### src/rtl/mips16_pkg.sv
// Shared constants and types for the mips16 data-memory path.
// Holds the arbiter state encoding and the requester port indices.
package mips16_pkg;

  localparam int ADDR_W    = 16;
  localparam int DATA_W    = 16;
  localparam int NUM_PORTS = 2;
  localparam int PORT_CPU  = 0;
  localparam int PORT_DBG  = 1;

  typedef enum logic [1:0] {
    IDLE  = 2'd0,
    ISSUE = 2'd1,
    CAPT  = 2'd2
  } arb_state_e;

endpackage

### src/rtl/arb_pick.sv
// Winner selection for the data-memory arbiter: request vector in, one-hot grant out.
// DATA_MEM_ARB_RR_EN selects round-robin tie-breaking; otherwise the CPU port has fixed priority.
import mips16_pkg::*;

module arb_pick (
  input  logic [NUM_PORTS-1:0] req_i,
  input  logic                 last_i,
  output logic [NUM_PORTS-1:0] gnt_o
);

`ifdef DATA_MEM_ARB_RR_EN
  // last_i holds the index of the port served most recently; a tie goes to the other one.
  always_comb begin
    gnt_o = '0;
    if (req_i[PORT_CPU] && req_i[PORT_DBG]) begin
      if (last_i == 1'(PORT_DBG)) gnt_o[PORT_CPU] = 1'b1;
      else                        gnt_o[PORT_DBG] = 1'b1;
    end else begin
      gnt_o = req_i;
    end
  end
`else
  logic unused_last;
  assign unused_last = last_i;

  always_comb begin
    gnt_o = '0;
    if (req_i[PORT_CPU])      gnt_o[PORT_CPU] = 1'b1;
    else if (req_i[PORT_DBG]) gnt_o[PORT_DBG] = 1'b1;
  end
`endif

endmodule

### src/rtl/data_mem_arbiter.sv
// Two-port arbiter in front of a synchronous data memory: IDLE -> ISSUE -> CAPT, one access in flight.
// Define DATA_MEM_ARB_RR_EN for round-robin ties; default build gives the CPU fixed priority.
import mips16_pkg::*;

module data_mem_arbiter #(
  parameter int MEM_DEPTH = 256
) (
  input  logic              clk,
  input  logic              reset,
  input  logic              cpu_req,
  input  logic              dbg_req,
  input  logic              cpu_we,
  input  logic              dbg_we,
  input  logic [ADDR_W-1:0] cpu_addr,
  input  logic [ADDR_W-1:0] dbg_addr,
  input  logic [DATA_W-1:0] cpu_wdata,
  input  logic [DATA_W-1:0] dbg_wdata,
  output logic              cpu_gnt,
  output logic              dbg_gnt,
  output logic              cpu_done,
  output logic              dbg_done,
  output logic              cpu_err,
  output logic              dbg_err,
  output logic [DATA_W-1:0] cpu_rdata,
  output logic [DATA_W-1:0] dbg_rdata,
  output logic [ADDR_W-1:0] mem_access_addr,
  output logic [DATA_W-1:0] mem_write_data,
  output logic              mem_write_en,
  output logic              mem_read,
  input  logic [DATA_W-1:0] mem_read_data
);

  localparam logic [ADDR_W:0] DEPTH_LIM = (ADDR_W+1)'(MEM_DEPTH);

  arb_state_e state_q, state_d;
  logic                 win_q, win_d;
  logic                 we_q, we_d;
  logic [ADDR_W-1:0]    addr_q, addr_d;
  logic [DATA_W-1:0]    wdata_q, wdata_d;
  logic [NUM_PORTS-1:0] gnt_q, gnt_d;
  logic [NUM_PORTS-1:0] done_q, done_d;
  logic [NUM_PORTS-1:0] err_q, err_d;
  logic [NUM_PORTS-1:0] rd_load;
  logic [NUM_PORTS-1:0] req_vec;
  logic [NUM_PORTS-1:0] pick_gnt;
  logic                 pick_idx;
  logic                 last_served;
  logic                 addr_ok;
  logic [NUM_PORTS-1:0][DATA_W-1:0] rdata_all;

  assign req_vec[PORT_CPU] = cpu_req;
  assign req_vec[PORT_DBG] = dbg_req;
  assign pick_idx          = pick_gnt[PORT_DBG];
  assign addr_ok           = ({1'b0, addr_q} < DEPTH_LIM);

  arb_pick u_pick (
    .req_i  (req_vec),
    .last_i (last_served),
    .gnt_o  (pick_gnt)
  );

`ifdef DATA_MEM_ARB_RR_EN
  logic last_q;
  always_ff @(posedge clk or negedge reset) begin
    if (!reset)                          last_q <= 1'(PORT_DBG);
    else if (state_q == IDLE && |req_vec) last_q <= pick_idx;
  end
  assign last_served = last_q;
`else
  assign last_served = 1'(PORT_DBG);
`endif

  always_comb begin
    state_d = state_q;
    win_d   = win_q;
    we_d    = we_q;
    addr_d  = addr_q;
    wdata_d = wdata_q;
    gnt_d   = '0;
    done_d  = '0;
    err_d   = '0;
    rd_load = '0;
    case (state_q)
      IDLE: begin
        if (|req_vec) begin
          state_d = ISSUE;
          win_d   = pick_idx;
          we_d    = pick_idx ? dbg_we    : cpu_we;
          addr_d  = pick_idx ? dbg_addr  : cpu_addr;
          wdata_d = pick_idx ? dbg_wdata : cpu_wdata;
          gnt_d   = pick_gnt;
        end
      end
      ISSUE: state_d = CAPT;
      CAPT: begin
        state_d        = IDLE;
        done_d[win_q]  = 1'b1;
        err_d[win_q]   = !addr_ok;
        rd_load[win_q] = !we_q && addr_ok;
      end
      default: state_d = IDLE;
    endcase
  end

  always_ff @(posedge clk or negedge reset) begin
    if (!reset) begin
      state_q <= IDLE;
      win_q   <= 1'b0;
      we_q    <= 1'b0;
      addr_q  <= '0;
      wdata_q <= '0;
      gnt_q   <= '0;
      done_q  <= '0;
      err_q   <= '0;
    end else begin
      state_q <= state_d;
      win_q   <= win_d;
      we_q    <= we_d;
      addr_q  <= addr_d;
      wdata_q <= wdata_d;
      gnt_q   <= gnt_d;
      done_q  <= done_d;
      err_q   <= err_d;
    end
  end

  // Each port keeps its last good read until that port completes another in-range read.
  for (genvar gi = 0; gi < NUM_PORTS; gi++) begin : g_port
    logic [DATA_W-1:0] rdata_q;
    always_ff @(posedge clk or negedge reset) begin
      if (!reset)           rdata_q <= '0;
      else if (rd_load[gi]) rdata_q <= mem_read_data;
    end
    assign rdata_all[gi] = rdata_q;
  end

  // Strobes decode straight from registered state so reset removes them without waiting for a clock.
  assign mem_write_en    = (state_q == ISSUE) && we_q && addr_ok;
  assign mem_read        = (state_q == ISSUE) && !we_q && addr_ok;
  assign mem_access_addr = addr_q;
  assign mem_write_data  = wdata_q;

  assign cpu_gnt   = gnt_q[PORT_CPU];
  assign dbg_gnt   = gnt_q[PORT_DBG];
  assign cpu_done  = done_q[PORT_CPU];
  assign dbg_done  = done_q[PORT_DBG];
  assign cpu_err   = err_q[PORT_CPU];
  assign dbg_err   = err_q[PORT_DBG];
  assign cpu_rdata = rdata_all[PORT_CPU];
  assign dbg_rdata = rdata_all[PORT_DBG];

endmodule

### config.mk
export PLATFORM = sky130hd
export DESIGN_NAME = data_mem_arbiter
export DESIGN_NICKNAME = d
export VERILOG_FILES = /design/src/rtl/mips16_pkg.sv /design/src/rtl/arb_pick.sv /design/src/rtl/data_mem_arbiter.sv
export SDC_FILE = /design/constraint.sdc
export NUM_CORES = 1
export LEC_CHECK = 0
export CAP_MARGIN = 20
export CORE_MARGIN = 2
export CORE_UTILIZATION = 44
export DETAILED_ROUTE_END_ITERATION = 10
export PLACE_DENSITY = 0.95
export SLEW_MARGIN = 20
export SYNTH_ARGS = -nofsm -noshare
export SYNTH_HDL_FRONTEND = slang
export SYNTH_SLANG_ARGS = --single-unit
### constraint.sdc
create_clock -name clk -period 3.6 [get_ports clk]
set_input_delay 0.36 -clock clk [delete_from_list [all_inputs] [get_ports clk]]
set_output_delay 0.36 -clock clk [all_outputs]
set_load 0.03 [all_outputs]
==> reports/summary.txt <==
Outcome -> finished, final reports clean
Antenna violations before repair -> 0
Die Outline Area -> 8170 µm²
Parity-gate share of the synthesized area counting xor and xnor cells -> 0
Post-synthesis to final-layout area growth -> 56.2%
Static Leakage -> 2.20 nW
Proportion of synthesized area in mux cells -> 0.359
Number of fill cells in the layout -> 525
Clock buffer count from CTS -> 9
Final instance count without filler cells -> 465
Top-level port count -> 158
Crit share post-route -> 0.754
Number of flip-flops and latches in the synthesized netlist -> 74
Max-capacitance violation count -> 0
Post-layout nets -> 447
Cells along the critical path -> nor4_4 > and2_1 > and3_1 > clkdlybuf4s50_1
Insertion delay of the later-clocked pin in the worst-skew pair -> 340 ps
Largest delay share family, worst path -> simple AND/OR/NAND/NOR gates
Final Wtd Congestion -> 0.727
Synthesized-area fraction occupied by adder cells -> 0
Number of buffers inserted to repair setup after CTS -> 0
Die extent in x -> 90.4 µm
Wire length on met1 -> 3150 µm
Clk root buf -> clkbuf_8
Synth Warn # -> 0
Cell area after synthesis -> 3280 µm²
Cells after synthesis -> 202
Synthesized netlist net count -> 288
Routed vias -> 2250
Synth Area in Compound Gates -> 0.00381
Critical path data arrival time -> 2350 ps
Count of unresolved DRC violations after routing -> 0
First-pass GRT wire length -> 13100 µm
CTS hold repair buffers -> 0
Largest net degree at the start of global routing -> 75
Maximum achievable frequency -> 0.368 GHz
Initial Util -> 0.452
DRT iter0 DRCs -> 29
Most used cells in the layout excluding fill and tap cells -> clkdlybuf4s50_1 (156), mux2_2 (78), dfrtp_1 (74)
Average cell area after synthesis -> 16.2 µm²
WL per Instance -> 16.8 µm
Max Buffers Root-to-Sink -> 2
Classification of the worst setup path -> reg -> out
Seq/Total Area, Yosys -> 0.564
Worst slew margin relative to its limit -> 0.362
Total count of hold-check failures in the final report -> 0
Total length of routed met3 wires -> 538 µm
Site row count -> 31
Power per unit of standard cell area -> 667 nW/µm²
Combinational family with the most area after synthesis -> multiplexers
Leftover overflow at the end of global routing -> 0
Crit path time final -> 2710 ps
Number of diodes -> 0
Clock slew seen by the registers of the worst setup and hold paths -> 90 ps
Buf/Inv on CP -> 1
CTS Sinks -> 74
Post-route worst hold slack -> 131 ps
Aggregate negative setup slack -> 0 ps
DP Cell Count -> 449
Leading area contributor after synthesis -> dfrtp_1
End-of-flow core utilization -> 0.707
Highest ir drop seen on vdd -> 0.000634 V
CTS tree -> built
Fraction of layout instances using a drive strength above 1 -> 0.333
Count of input and output buffers -> 157
Simple-Gate Fraction of Synth Area -> 0.0541
Delay of the slowest critical-path stage -> 690 ps
Required time of the worst setup path -> 3240 ps
Max Slew Vio Count -> 0
Die height -> 90.4 µm
Worst clock skew -> 8.36 ps
Kind of end point of the critical path -> output port
Detail Route met2 WL -> 4070 µm
Final setup vio count -> 0
Category of the worst setup path launch point -> register
Cell types occupying the most area after synthesis -> dfrtp_1 (56%), mux2_2 (27%), mux2_4 (9.1%), nand4b_4 (1.4%), nor4_4 (1.3%)
Highest signal layer in the routed design -> met4
Vias in the first global route -> 2608
Count of H-tree levels built during CTS -> 3
Number of iterations in the first detailed-routing pass -> 2
Top cell type's share of synthesized area -> 0.564
Final Total Pwr -> 0.00342 W
Top fanout value on the critical path -> 4
Setup repair after global routing missed its margin -> no
HPWL after detailed placement -> 5840 µm
Routed wire length -> 7810 µm
Slowest-stage cell, CP -> clkdlybuf4s50_1
Vias per inst -> 4.84
Gates resized, CTS repair -> 0
Overall routing resource usage -> 0.201
Core outline area -> 7250 µm²
Worst Tran Pin Value -> 955 ps
Remaining number of nets flagged by the antenna check after routing -> 0
Class of the worst hold path -> in -> async
Count of unique library cells instantiated by Yosys -> 17
Most frequent standard cell in the layout excluding fill and tap cells -> clkdlybuf4s50_1
R2R Setup Slk -> 1560 ps
logic make-up after synthesis:
| kind of cell | after synthesis |
|---|---|
| AOI/OAI and AO/OA | 2 |
| buffers and inverters | 10 |
| DFF | 74 |
| muxes | 98 |
| and+or+nand+nor | 18 |
flip-flops by register name, summed over array words and instances (netlist names):
name             count
err_q                2
state_q              2
mem_access_addr     16
win_q                1
done_q               2
dbg_rdata           16
gnt_q                2
we_q                 1
cpu_rdata           16
mem_write_data      16
worst paths after layout:
kind,from,endpoint,cells after the start
worst max-delay path,mem_access_addr[13],mem_write_en,4
worst min-delay path,reset,cpu_rdata[9],1
worst max register to register,state_q[1],mem_access_addr[12],4
worst min register to register,state_q[1],state_q[1],1
max in group asynchronous,reset,mem_access_addr[13],1
min in group clk,state_q[1],state_q[1],1
synthesized netlist by cell type (all sizes together):
cell type,n
mux2,98
dfrtp,74
buf,9
nor2b,4
and2,3
nor2,3
nand4b,2
nor4,2
a21oi,1
and3,1
and3b,1
clkbuf,1
nand3,1
nor3b,1
o21a,1
layout make-up:
type                    instances  area (µm²)  share of cell area
clock buffers                   9         124              0.0242
multi-input cells             118        1380               0.268
repair buffers                158        1590               0.310
flip-flops and latches         74        1850               0.361
clock inverters                 7        61.3              0.0120
well taps                      99         124              0.0242
report_power, final:
| group | total (W) | internal, W | switching, W |
|---|---|---|---|
| combinational | 0.00157 | 0.000781 | 0.000787 |
| sequential | 0.00125 | 0.00108 | 0.000174 |
| clock | 0.000598 | 0.000263 | 0.000335 |
metal layers:
layer  global-route usage  vias up
met5                    0        -
met4               0.0628        0
met3               0.0668        7
met2                0.355       91
met1                0.233     1109
li1                     -     1043
metrics by stage:
stage               worst slack (ps)  instance area, µm²
CTS                              835                5130
global route                     779                5130
detailed placement              1060                4940
global placement                1150                4940
finish                           885                5130
floorplan                       1720                3280
No activity file was read; power rests on OpenSTA's default activity.
